`src/rtl/controller_pkg.sv`:
```
// Shared constants for the NES controller poller: button bit positions,
// FSM state encoding and the default controller half-period.
package controller_pkg;

    localparam int BTN_A      = 7;
    localparam int BTN_B      = 6;
    localparam int BTN_SELECT = 5;
    localparam int BTN_START  = 4;
    localparam int BTN_UP     = 3;
    localparam int BTN_DOWN   = 2;
    localparam int BTN_LEFT   = 1;
    localparam int BTN_RIGHT  = 0;

    localparam int HALF_PERIOD_DEFAULT = 76;

    typedef enum logic [1:0] {
        IDLE  = 2'd0,
        LATCH = 2'd1,
        LOW   = 2'd2,
        HIGH  = 2'd3
    } ctrl_state_e;

endpackage

```
`src/rtl/controller_interface_m_if.sv`:
```
// CPU-side bus port of the controller block: select/address/write in, button byte out.
interface controller_interface_m_if;

    logic       SELECT_controller;
    logic       address_lsb;
    logic       write_enable;
    logic [7:0] data_out;
    logic       data_enable;

    modport master (
        output SELECT_controller,
        output address_lsb,
        output write_enable,
        input  data_out,
        input  data_enable
    );

    modport slave (
        input  SELECT_controller,
        input  address_lsb,
        input  write_enable,
        output data_out,
        output data_enable
    );

endinterface

```
`src/rtl/controller_phase_timer_m.sv`:
```
// Loadable down-counter; phase_done is high while the count sits at zero.
module controller_phase_timer_m (
    input  logic       clk,
    input  logic       rst_n,
    input  logic       load,
    input  logic [7:0] load_val,
    output logic       phase_done
);

    logic [7:0] count_q, count_d;

    always_comb begin
        count_d = count_q;
        if (load)
            count_d = load_val;
        else if (count_q != '0)
            count_d = count_q - 8'd1;
    end

    always_ff @(posedge clk or negedge rst_n) begin
        if (!rst_n)
            count_q <= '0;
        else
            count_q <= count_d;
    end

    assign phase_done = (count_q == '0);

endmodule

```
`src/rtl/controller_interface_m.sv`:
```
// Polls two NES serial controllers once per frame and serves the committed
// button bytes to the CPU bus.
module controller_interface_m
    import controller_pkg::*;
#(
    parameter int HALF_PERIOD = HALF_PERIOD_DEFAULT
) (
    input  logic       clk_12_5875,
    input  logic       rst_B,
    input  logic       poll,
    input  logic [1:0] ctrl_data,
    output logic       ctrl_latch,
    output logic       ctrl_clock,
    output logic       busy,
    controller_interface_m_if.slave bus
);

    localparam logic [7:0] PHASE_LOAD = 8'(HALF_PERIOD - 1);

    ctrl_state_e state_q, state_d;
    logic [2:0]  i_q, i_d;
    logic [7:0]  sh0_q, sh0_d, sh1_q, sh1_d;
    logic [7:0]  vis0_q, vis0_d, vis1_q, vis1_d;
    logic        latch_q, clock_q, busy_q;
    logic        load, phase_done;

    controller_phase_timer_m u_timer (
        .clk        (clk_12_5875),
        .rst_n      (rst_B),
        .load       (load),
        .load_val   (PHASE_LOAD),
        .phase_done (phase_done)
    );

    always_comb begin
        state_d = state_q;
        i_d     = i_q;
        sh0_d   = sh0_q;
        sh1_d   = sh1_q;
        vis0_d  = vis0_q;
        vis1_d  = vis1_q;
        load    = 1'b0;
        unique case (state_q)
            IDLE: begin
                if (poll) begin
                    sh0_d   = '0;
                    sh1_d   = '0;
                    i_d     = '0;
                    load    = 1'b1;
                    state_d = LATCH;
                end
            end
            // Latch spans two half-periods so the 8-bit timer covers any
            // HALF_PERIOD; i[0] marks the second half and is cleared on exit.
            LATCH: begin
                if (phase_done) begin
                    load = 1'b1;
                    if (!i_q[0]) begin
                        i_d = 3'd1;
                    end else begin
                        i_d     = '0;
                        state_d = LOW;
                    end
                end
            end
            LOW: begin
                if (phase_done) begin
                    sh0_d = {sh0_q[6:0], ~ctrl_data[0]};
                    sh1_d = {sh1_q[6:0], ~ctrl_data[1]};
                    if (i_q == 3'd7) begin
                        vis0_d  = sh0_d;
                        vis1_d  = sh1_d;
                        state_d = IDLE;
                    end else begin
                        load    = 1'b1;
                        state_d = HIGH;
                    end
                end
            end
            HIGH: begin
                if (phase_done) begin
                    i_d     = i_q + 3'd1;
                    load    = 1'b1;
                    state_d = LOW;
                end
            end
            default: state_d = IDLE;
        endcase
    end

    always_ff @(posedge clk_12_5875 or negedge rst_B) begin
        if (!rst_B) begin
            state_q <= IDLE;
            i_q     <= '0;
            sh0_q   <= '0;
            sh1_q   <= '0;
            vis0_q  <= '0;
            vis1_q  <= '0;
            latch_q <= 1'b0;
            clock_q <= 1'b0;
            busy_q  <= 1'b0;
        end else begin
            state_q <= state_d;
            i_q     <= i_d;
            sh0_q   <= sh0_d;
            sh1_q   <= sh1_d;
            vis0_q  <= vis0_d;
            vis1_q  <= vis1_d;
            latch_q <= (state_d == LATCH);
            clock_q <= (state_d == HIGH);
            busy_q  <= (state_d != IDLE);
        end
    end

    assign ctrl_latch = latch_q;
    assign ctrl_clock = clock_q;
    assign busy       = busy_q;

    assign bus.data_enable = bus.SELECT_controller & ~bus.write_enable;
    assign bus.data_out    = bus.address_lsb ? vis1_q : vis0_q;

endmodule
```
`src/flat_wrapper.sv`:
```
// flat-port wrapper written by rule: the top's interface ports become plain ports
module controller_interface_m_flat import controller_pkg::*;
#(
    parameter int HALF_PERIOD = HALF_PERIOD_DEFAULT
)
  (clk_12_5875, rst_B, poll, ctrl_data, ctrl_latch, ctrl_clock, busy, bus_SELECT_controller, bus_address_lsb, bus_write_enable, bus_data_out, bus_data_enable);
  controller_interface_m_if bus_i ();
  input  logic clk_12_5875;
  input  logic rst_B;
  input  logic poll;
  input  logic [1:0] ctrl_data;
  output logic ctrl_latch;
  output logic ctrl_clock;
  output logic busy;
  input wire logic [$bits(bus_i.SELECT_controller)-1:0] bus_SELECT_controller;
  input wire logic [$bits(bus_i.address_lsb)-1:0] bus_address_lsb;
  input wire logic [$bits(bus_i.write_enable)-1:0] bus_write_enable;
  output wire logic [$bits(bus_i.data_out)-1:0] bus_data_out;
  output wire logic [$bits(bus_i.data_enable)-1:0] bus_data_enable;
  assign bus_i.SELECT_controller = bus_SELECT_controller;
  assign bus_i.address_lsb = bus_address_lsb;
  assign bus_i.write_enable = bus_write_enable;
  assign bus_data_out = bus_i.data_out;
  assign bus_data_enable = bus_i.data_enable;
  controller_interface_m #(.HALF_PERIOD(HALF_PERIOD)) u_core (.clk_12_5875(clk_12_5875), .rst_B(rst_B), .poll(poll), .ctrl_data(ctrl_data), .ctrl_latch(ctrl_latch), .ctrl_clock(ctrl_clock), .busy(busy), .bus(bus_i));
endmodule
```
`config.mk`:
```
export PLATFORM = sky130hd
export DESIGN_NAME = controller_interface_m_flat
export DESIGN_NICKNAME = d
export VERILOG_FILES = /design/src/rtl/controller_pkg.sv /design/src/rtl/controller_interface_m_if.sv /design/src/rtl/controller_phase_timer_m.sv /design/src/rtl/controller_interface_m.sv /design/src/flat_wrapper.sv
export SDC_FILE = /design/constraint.sdc
export NUM_CORES = 1
export LEC_CHECK = 0
export ABC_AREA = 1
export BUFFER_PORTS_ARGS = -buffer_cell sky130_fd_sc_hd__buf_2
export CORE_ASPECT_RATIO = 0.75
export CORE_UTILIZATION = 62
export CTS_CLUSTER_SIZE = 12
export DETAILED_ROUTE_END_ITERATION = 16
export GPL_TIMING_DRIVEN = 0
export PLACE_DENSITY = 0.91
export REMOVE_ABC_BUFFERS = 1
export SYNTH_ARGS = -nofsm -noshare
export SYNTH_HDL_FRONTEND = slang
export SYNTH_SLANG_ARGS = --single-unit
```
`constraint.sdc`:
```
create_clock -name clk_12_5875 -period 2.2 [get_ports clk_12_5875]
set_input_delay 0 -clock clk_12_5875 [delete_from_list [all_inputs] [get_ports clk_12_5875]]
set_output_delay 0 -clock clk_12_5875 [all_outputs]
set_load 0.005 [all_outputs]
```
* Word level (Yosys, flattened, before mapping)
Cells that the tools add are included.
Word-level totals: register bits 46, latch bits 0, memory bits (writable) 0, memory bits (read-only) 0, bits of input ports 8, memories kept 0
Cells by class: $add $sub $neg 2, multipliers 0, divide/modulo/power cells 0, $lt $le $gt $ge 0, equal/unequal tests 10, shift-type cells 0, mux-type cells 25, bitwise operators 4, reduce and logical (&&, ||, !) cells 11
Operator list (number):
- $pmux W7 S2 | 2
- $mux W8 | 3
- $mux W7 | 3
- $mux W2 | 6
- $mux W3 | 3
- $pmux W3 S3 | 1
- $logic_not A8 Y1 | 1
- $pmux W2 S4 | 1
- $reduce_bool A8 Y1 | 1
- $sub A8 B1 Y8 const B | 1
- $eq A2 B2 Y1 const B | 3
- $ne A2 B1 Y1 const B | 3
- $reduce_and A3 Y1 | 2
- $reduce_bool A2 Y1 | 3
- $mux W1 | 5
- $eq A2 B1 Y1 const B | 2
- $reduce_and A4 Y1 | 1
- $add A3 B1 Y3 const B | 1
- $eq A3 B3 Y1 const B | 1
- $not A1 Y1 | 3
- $pmux W1 S3 | 1
- $reduce_bool A3 Y1 | 1
- $logic_not A2 Y1 | 1
- $ne A2 B2 Y1 const B | 1
- 2 further kinds | 2

* Depth between registers and ports, before layout
Gate-level depths: netlist (run 1).
word-level depth 5, gate-level depth with buffers 10, mapped depth without buffers 9

* Cells and area by module
Synthesis (run 1) repeated with hierarchy kept, for this count alone.
Second synthesis, totals: cells, all modules 259, area, all modules 2249.7 um2
Modules (own cells, without submodules):
- controller_interface_m | times used 1, cells an instance 188, area each 1736.7 um2, seq. area each 950.9 um2
- controller_phase_timer_m | times used 1, cells an instance 71, area each 513.0 um2, seq. area each 200.2 um2

* Least setup slack after synthesis (run 1)
Ideal clock, no wire load.
kind register to register, from register u_core.u_timer.count_q[0], to register u_core.vis1_q[6], setup time 0.117 ns, arrival 1.381 ns, required time 2.083 ns, slack 0.701 ns, cell stages (with the launch flop) 11, buffers on the path 1, cells stage by stage dfrtp_1 > inv_1 > ha_1 > nand2_2 > nor2_4 > nand2_4 > nor2_4 > inv_2 > buf_6 > nand2_2 > o21ai_2
Between the ends: cells in the longest elaborated chain, start to end 2
Ends and longest elaborated chain:
- start, declared | RTL line controller_phase_timer_m.sv:10 | logic [7:0] count_q, count_d;
- start signal, assigned | RTL line controller_phase_timer_m.sv:24 | count_q <= count_d;
- $logic_not A8 Y1 | RTL line controller_phase_timer_m.sv:27 | assign phase_done = (count_q == '0);
- $reduce_and A3 Y1 (no line)
- end signal, assigned | RTL line controller_interface_m.sv:108 | vis1_q <= vis1_d;
- end, declared | RTL line controller_interface_m.sv:23 | logic [7:0] vis0_q, vis0_d, vis1_q, vis1_d;
No other way between the ends. A chain may end at the register's enable or synchronous reset.

* Worst setup path after layout (run 1)
from register u_core.u_timer.count_q[0], to register u_core.vis0_q[0]
Between the ends: cells in the longest elaborated chain, start to end 2
Ends and longest elaborated chain:
- $logic_not A8 Y1 | RTL line controller_phase_timer_m.sv:27
- $reduce_and A3 Y1 (no line)
- end signal, assigned | RTL line controller_interface_m.sv:107 | vis0_q <= vis0_d;
- end, declared | RTL line controller_interface_m.sv:23
No other way between the ends.

==> flow_summary.ini, run 1 <==
[place]
dpl.hpwl_um = 2690
gp_congestion = 0.837
port_buffers = 19
placed_area_sq_mm = 0.00224

[critical_path]
critPathLaunchType = flip-flop
crit_arrival_ns = 2.16
crit_type = flip-flop to flip-flop
critPathMaxFanout = 18
crit_slowest_cell = dfrtp_1
cp.required_ns = 2.38
end_kind = flip-flop
crit_top_cell = nor2_4
crit_chain = inv_1 -> ha_1 -> nand2_2 -> nor2_4 -> nand2_4 -> nor2_4 -> inv_2 -> nand2_1 -> o21ai_2
cpPeakStageDelay_ns = 0.39
crit_family = simple AND/OR/NAND/NOR gates
path_buf_inv = 2

[grt]
track_usage_pct = 24.3
grt_pass1_vias = 1557
grt_max_degree = 47
grt_pass1_wl_um = 6790
antenna_found_initial = 0
grt_overflow = 0

[clock_tree]
cts_tree = yes
postCtsResizedCells = 0
insertion_delay_ns = 0.30
cts.htree.levels = 2
cts-buffers-inserted = 5
clock-sinks = 46
cts-root-buf = clkbuf_8
cts.path.max_buffers = 2
clk_pin_slew_ns = 0.08

[synthesis]
syn_area_per_cell_sq_um = 8.90
netlist_instances = 241
synth-xor-area-share_pct = 1.23
synth_compound_area_share_pct = 11.9
seq_area_frac_synth_pct = 53.7
synth_top_area_cell = dfrtp_1
synth.distinct_cells = 28
yosys.area.top_type_share_pct = 53.7
synthMuxAreaShare_pct = 1.05
synth_area_leaders = dfrtp_1, nand2_1, inv_1
async_flop_share_pct = 100
synthAdderAreaFrac_pct = 1.75
yosys.area_share.simple_pct = 22.6
synth_edf_count = 0
synth_warnings = 0
ys_seq_elements = 46
synth_area_sq_mm = 0.00214
synth_flop_cell = dfrtp_1
synth_top_family_by_area = simple AND/OR/NAND/NOR gates

[floorplanning]
dieArea_sq_mm = 0.00370
die_x_um = 69.9
initial_core_util_pct = 65.2
ios = 20
core_area_sq_mm = 0.00329
rows = 18
die_h_um = 52.9

[route]
ant_nets = 0
drt-initial-drc-count = 122
num_vias = 1650
firstDrtPassIters = 4
wire_per_inst_um = 12.5
wl_um = 3840
post-route-drc-count = 0
via_per_inst = 5.36

[timing]
final_max_slew_viol_count = 0
rsz0062_at_grt = no
worst_slew_pin_slew_ns = 0.975
max-slew-margin-rel_pct = 35.0
setup_tns_ns = 0
timing.final.crit_share_pct = 90.1
finClkSkew_ns = 0.00809
min_period_ns = 1.98
setup_viol = 0
hold_viol_final = 0
fmax_mhz = 505

[pwr]
pwr-share-comb_pct = 2.5
p_sw_mw = 0.293
cellPowerDensity_mw_per_mm2 = 586
ir_drop_v = 0.000627
power_frac_clock_pct = 37.2
p_int_mw = 1.11
p_seq_share_pct = 60.4
p_leak_nw = 1.14
power.share.switching_pct = 20.9

[final_layout]
area_growth_syn_to_layout_pct = 11.6
drive_above_1_share_pct = 20.9
diodes = 0
mostFrequentLayoutCell = nand2_1
final_nets = 278
fin_area_sq_mm = 0.00239
final_cell_mix = nand2_1, dfrtp_1, inv_1

[run]
max_cap_viol_count = 0

[min_path]
min_path_type = input port to flip-flop

[outcome]
status = finished clean
==> cells in the mapped netlist (3+ instances only) <==
| master | n |
|---|---|
| nor2_4 | 3 |
| inv_2 | 3 |
| nand2_1 | 53 |
| o21ai_1 | 7 |
| nand2_2 | 4 |
| dfrtp_1 | 46 |
| nand3_1 | 15 |
| o21ai_2 | 9 |
| a21oi_1 | 9 |
| buf_4 | 3 |
| o22ai_1 | 3 |
| nor3_1 | 3 |
| o21ai_0 | 14 |
| ha_1 | 3 |
| inv_1 | 29 |
| nor2_1 | 20 |
==> kinds of logic (layout without fill, tap and decap cells) <==
family          Yosys count  count (layout)
xor+xnor                  3               3
mux                       2               2
compound gates           43              43
fa+ha+maj                 3               3
buf+inv                  39              66
flops                    46              46
simple gates            105             105
==> timing repair <==
action | 4_1_cts | 5_1_grt
endpoints found under the setup margin | 0 | 10
endpoints found under the hold margin | 49 | 0
setup buffers | 0 | 4
hold buffers | 3 | 0
==> sequential cells by signal, summed over array words and instances, names as in the netlist, 2 cells and up <==
name,flops
u_core.sh1_q,7
u_core.vis0_q,8
u_core.vis1_q,8
u_core.i_q,3
u_core.state_q,2
u_core.sh0_q,7
u_core.u_timer.count_q,8
==> tightest hold or removal path: stages <==
cell and delay (ns):
buf_2 0.11, nand3_2 0.11, nand2_1 0.08, nand3_1 0.07, nand2_1 0.05
==> per-layer routing <==
metal | share of wire, % | track usage, % | vias up
met5 | 0 | 0 | -
met4 | 0.50 | 5.67 | 0
met3 | 4.4 | 7.81 | 2
met2 | 47 | 41.0 | 37
met1 | 48 | 31.3 | 793
li1 | - | - | 818
==> final timing paths <==
kind | startpoint | endpoint | slack, ns | cells after the start
setup reg to reg | u_core.u_timer.count_q[0] | u_core.vis0_q[0] | 0.22 | 9
max in group asynchronous | rst_B | u_core.vis0_q[3] | 1.19 | 2
setup / recovery | u_core.u_timer.count_q[0] | u_core.vis0_q[0] | 0.22 | 9
min in group asynchronous | rst_B | u_core.sh0_q[1] | 0.39 | 2
hold / removal | poll | u_core.i_q[2] | 0.14 | 5
hold reg to reg | u_core.vis1_q[7] | u_core.vis1_q[7] | 0.48 | 2
==> power by group through the flow <==
stage | Clock, mW | Sequential [mW] | Combinational [mW]
floorplan | 0 | 0.864 | 0.00380
global placement | 0 | 0.864 | 0.0312
detailed placement | 0 | 0.864 | 0.0317
CTS | 0.538 | 0.847 | 0.0357
global route | 0.569 | 0.848 | 0.0407
finish | 0.521 | 0.847 | 0.0346
==> final cells by class <==
| cell class | count | area (sq um) |
|---|---|---|
| clock buffer | 7 | 86.3 |
| clock inverter | 1 | 5.00 |
| fill | 251 | 895 |
| inverter | 32 | 120 |
| multi-input combinational | 156 | 826 |
| sequential | 46 | 1150 |
| tap | 40 | 50.0 |
| timing repair buffer | 26 | 155 |
==> metrics by stage <==
stage	hold slack (ns)	utilization (%)	power, mW	cells	setup WS [ns]
2_1_floorplan	-0.296	-	0.868	234	0.454
3_3_place_gp	0.190	68.2	0.895	293	0.188
3_5_place_dp	0.194	68.2	0.896	293	0.116
4_1_cts	0.133	71.9	1.42	304	0.0871
5_1_grt	0.167	72.8	1.46	308	0.0197
6_report	0.142	72.8	1.40	308	0.218
(Power assumes the default switching activity.)
==> inputs of run 2 (changes only) <==
--- a/config.mk
+++ b/config.mk
@@ -5,7 +5,6 @@
 export SDC_FILE = /design/constraint.sdc
 export NUM_CORES = 1
 export LEC_CHECK = 0
-export ABC_AREA = 1
 export BUFFER_PORTS_ARGS = -buffer_cell sky130_fd_sc_hd__buf_2
 export CORE_ASPECT_RATIO = 0.75
 export CORE_UTILIZATION = 62
==> run 2 against run 1 <==
Against the previous run: final cell count is 26% lower; worst setup slack got worse by 0.033 ns; via count fell by 13%; clock-buffer cell count decreased by 1; non-clock buffer count shrank 1; sequential cell count unchanged.
==> flow_summary.ini, run 2 <==
[floorplanning]
die_x_um = 69.3
ios = 20
core_area_sq_mm = 0.00308
dieArea_sq_mm = 0.00364
rows = 17
die_h_um = 52.5
initial_core_util_pct = 68.3

[final_layout]
drive_above_1_share_pct = 33.0
area_growth_syn_to_layout_pct = 12.4
fillers = 201
regArea_sq_mm = 0.00115
final_nets = 201
multi_input_area_sq_um = 895
largestRegisters = u_core.u_timer.count_q x8, u_core.vis0_q x8, u_core.vis1_q x8
fin_area_sq_mm = 0.00237
final_cell_mix = dfrtp_1, mux2_2, buf_2
diodes = 0
mostFrequentLayoutCell = dfrtp_1

[pwr]
ir_drop_v = 0.000435
cellPowerDensity_mw_per_mm2 = 634
p_leak_nw = 1.10
p_total_mw = 1.50

[route]
num_vias = 1436
ant_nets = 0
post-route-drc-count = 0
wl_um = 3980
drt-initial-drc-count = 95
wire_per_inst_um = 17.4
firstDrtPassIters = 4
via_per_inst = 6.27

[grt]
grt_max_degree = 47
grt_pass1_wl_um = 6500
track_usage_pct = 23.8
grt_use_met1_pct = 31.6
antenna_found_initial = 0
grt_overflow = 0
grt_use_met2_pct = 40.1
grt_pass1_vias = 1343
grt.busiest_layer = met2
use_met3_pct = 5.00

[critical_path]
end_kind = flip-flop
cp.required_ns = 2.38
critPathMaxFanout = 18
r2r_end = u_core.vis1_q[2]
crit_arrival_ns = 2.19
r2r_slack_ns = 0.19
reg2reg_from = u_core.u_timer.count_q[0]
reg2reg_depth = 5
critPathLaunchType = flip-flop
crit_type = flip-flop to flip-flop

[timing]
worst_slew_pin_slew_ns = 0.975
timing.final.crit_share_pct = 91.6
finClkSkew_ns = 0.00556
final_max_slew_viol_count = 0
min_period_ns = 2.01
fmax_mhz = 496
max-slew-margin-rel_pct = 35.0
rsz0062_at_grt = no
setup_viol = 0
hold_viol_final = 0

[min_path]
hold_end = u_core.i_q[0]
min_path_type = input port to flip-flop
min_from = poll
whs_path_depth = 4

[synthesis]
yosys.area.top_type_share_pct = 54.7
seq_area_frac_synth_pct = 54.7
syn_area_per_cell_sq_um = 12.6
netlist_instances = 167
synth_top_area_cell = dfrtp_1
synth_flop_cell = dfrtp_1
synth_warnings = 0
synth_area_leaders = dfrtp_1, mux2_2, a22o_1
synth.most_common_cell = dfrtp_1
async_flop_share_pct = 100
synth_common_cells = dfrtp_1, mux2_2, a22o_1, nor2_1, a21oi_1
synth_edf_count = 0
synth.distinct_cells = 41
synth_area_sq_mm = 0.00211
ys_seq_elements = 46

[outcome]
status = finished clean

[clock_tree]
clock-sinks = 46
insertion_delay_ns = 0.29
clk_pin_slew_ns = 0.08
cts.path.max_buffers = 2
cts-root-buf = clkbuf_8
cts_tree = yes
cts.htree.levels = 2
cts-buffers-inserted = 5

[place]
dpl.hpwl_um = 2620
port_buffers = 19
gp_congestion = 0.846
placed_area_sq_mm = 0.00219

[run]
max_cap_viol_count = 0
## run 2: per-stage QoR
| stage | hold WS [ns] | cells | setup WS, ns | utilization (%) | TNS, ns |
|---|---|---|---|---|---|
| after floorplan | -0.296 | 158 | 0.136 | - | 0 |
| after global placement | 0.187 | 215 | -0.107 | 70.9 | -0.282 |
| after detailed placement | 0.202 | 215 | -0.166 | 70.9 | -1.21 |
| after CTS | 0.0625 | 226 | 0.00774 | 75.8 | 0 |
| after global routing | 0.0983 | 229 | 0.0619 | 76.7 | 0 |
| final | 0.0657 | 229 | 0.185 | 76.7 | 0 |
## run 2: cells by family (layout without fill, tap and decap cells)
| logic type | Yosys count | after routing | share of synthesized area, % |
|---|---|---|---|
| flops | 46 | 46 | 54.7 |
| simple gates | 41 | 41 | 12.2 |
| compound gates | 35 | 35 | 12.8 |
| mux | 26 | 26 | 13.7 |
| buf+inv | 13 | 37 | 3.62 |
| fa+ha+maj | 3 | 3 | 1.78 |
| xor+xnor | 3 | 3 | 1.25 |
## run 2: worst max-delay path: stages, from the launching register on
cell	delay [ns]
dfrtp_1	0.39
inv_1	0.10
ha_1	0.21
nor3b_4	0.35
and4_4	0.46
mux2_2	0.38
## run 2: worst max path at each step
stage          slack, ns                 startpoint  cells after the start                   endpoint
3_3_place_gp       -0.11  u_core.u_timer.count_q[0]                      6  u_core.u_timer.count_q[3]
5_1_grt             0.06  u_core.u_timer.count_q[0]                      5           u_core.vis1_q[2]
3_5_place_dp       -0.17  u_core.u_timer.count_q[0]                      6                u_core.busy
4_1_cts            0.008  u_core.u_timer.count_q[0]                      6                u_core.busy
6_report            0.19  u_core.u_timer.count_q[0]                      5           u_core.vis1_q[2]
2_1_floorplan       0.14  u_core.u_timer.count_q[0]                      6          u_core.state_q[1]
## run 2: cell type report
class / instances / area share, %
tap: 38 / 2.01
timing repair buffer: 25 / 6.24
clock inverter: 2 / 1.59
clock buffer: 6 / 3.07
inverter: 4 / 0.635
sequential: 46 / 48.7
multi-input combinational: 108 / 37.8
## run 2: timing repair
item	4_1_cts	5_1_grt
cloned	0	0
buffers inserted	0	3
resized for setup	3	1
endpoints found under the setup margin	36	25
pin swaps	0	1
hold endpoints to repair	50	0
hold buffers	3	0
## run 2: per-layer routing
layer | part of all wire [%] | vias to the layer above | routed length [um]
met4 | 0.90 | 0 | 36
met2 | 49 | 57 | 1950
met1 | 45 | 723 | 1800
met5 | 0 | - | 0
met3 | 4.8 | 6 | 192
li1 | - | 650 | -
## run 2: where the power goes
part	switching, mW	internal [mW]	total (mW)
Clock	0.275	0.339	0.614
Combinational	0.0248	0.0131	0.0379
Sequential	0.00172	0.846	0.848
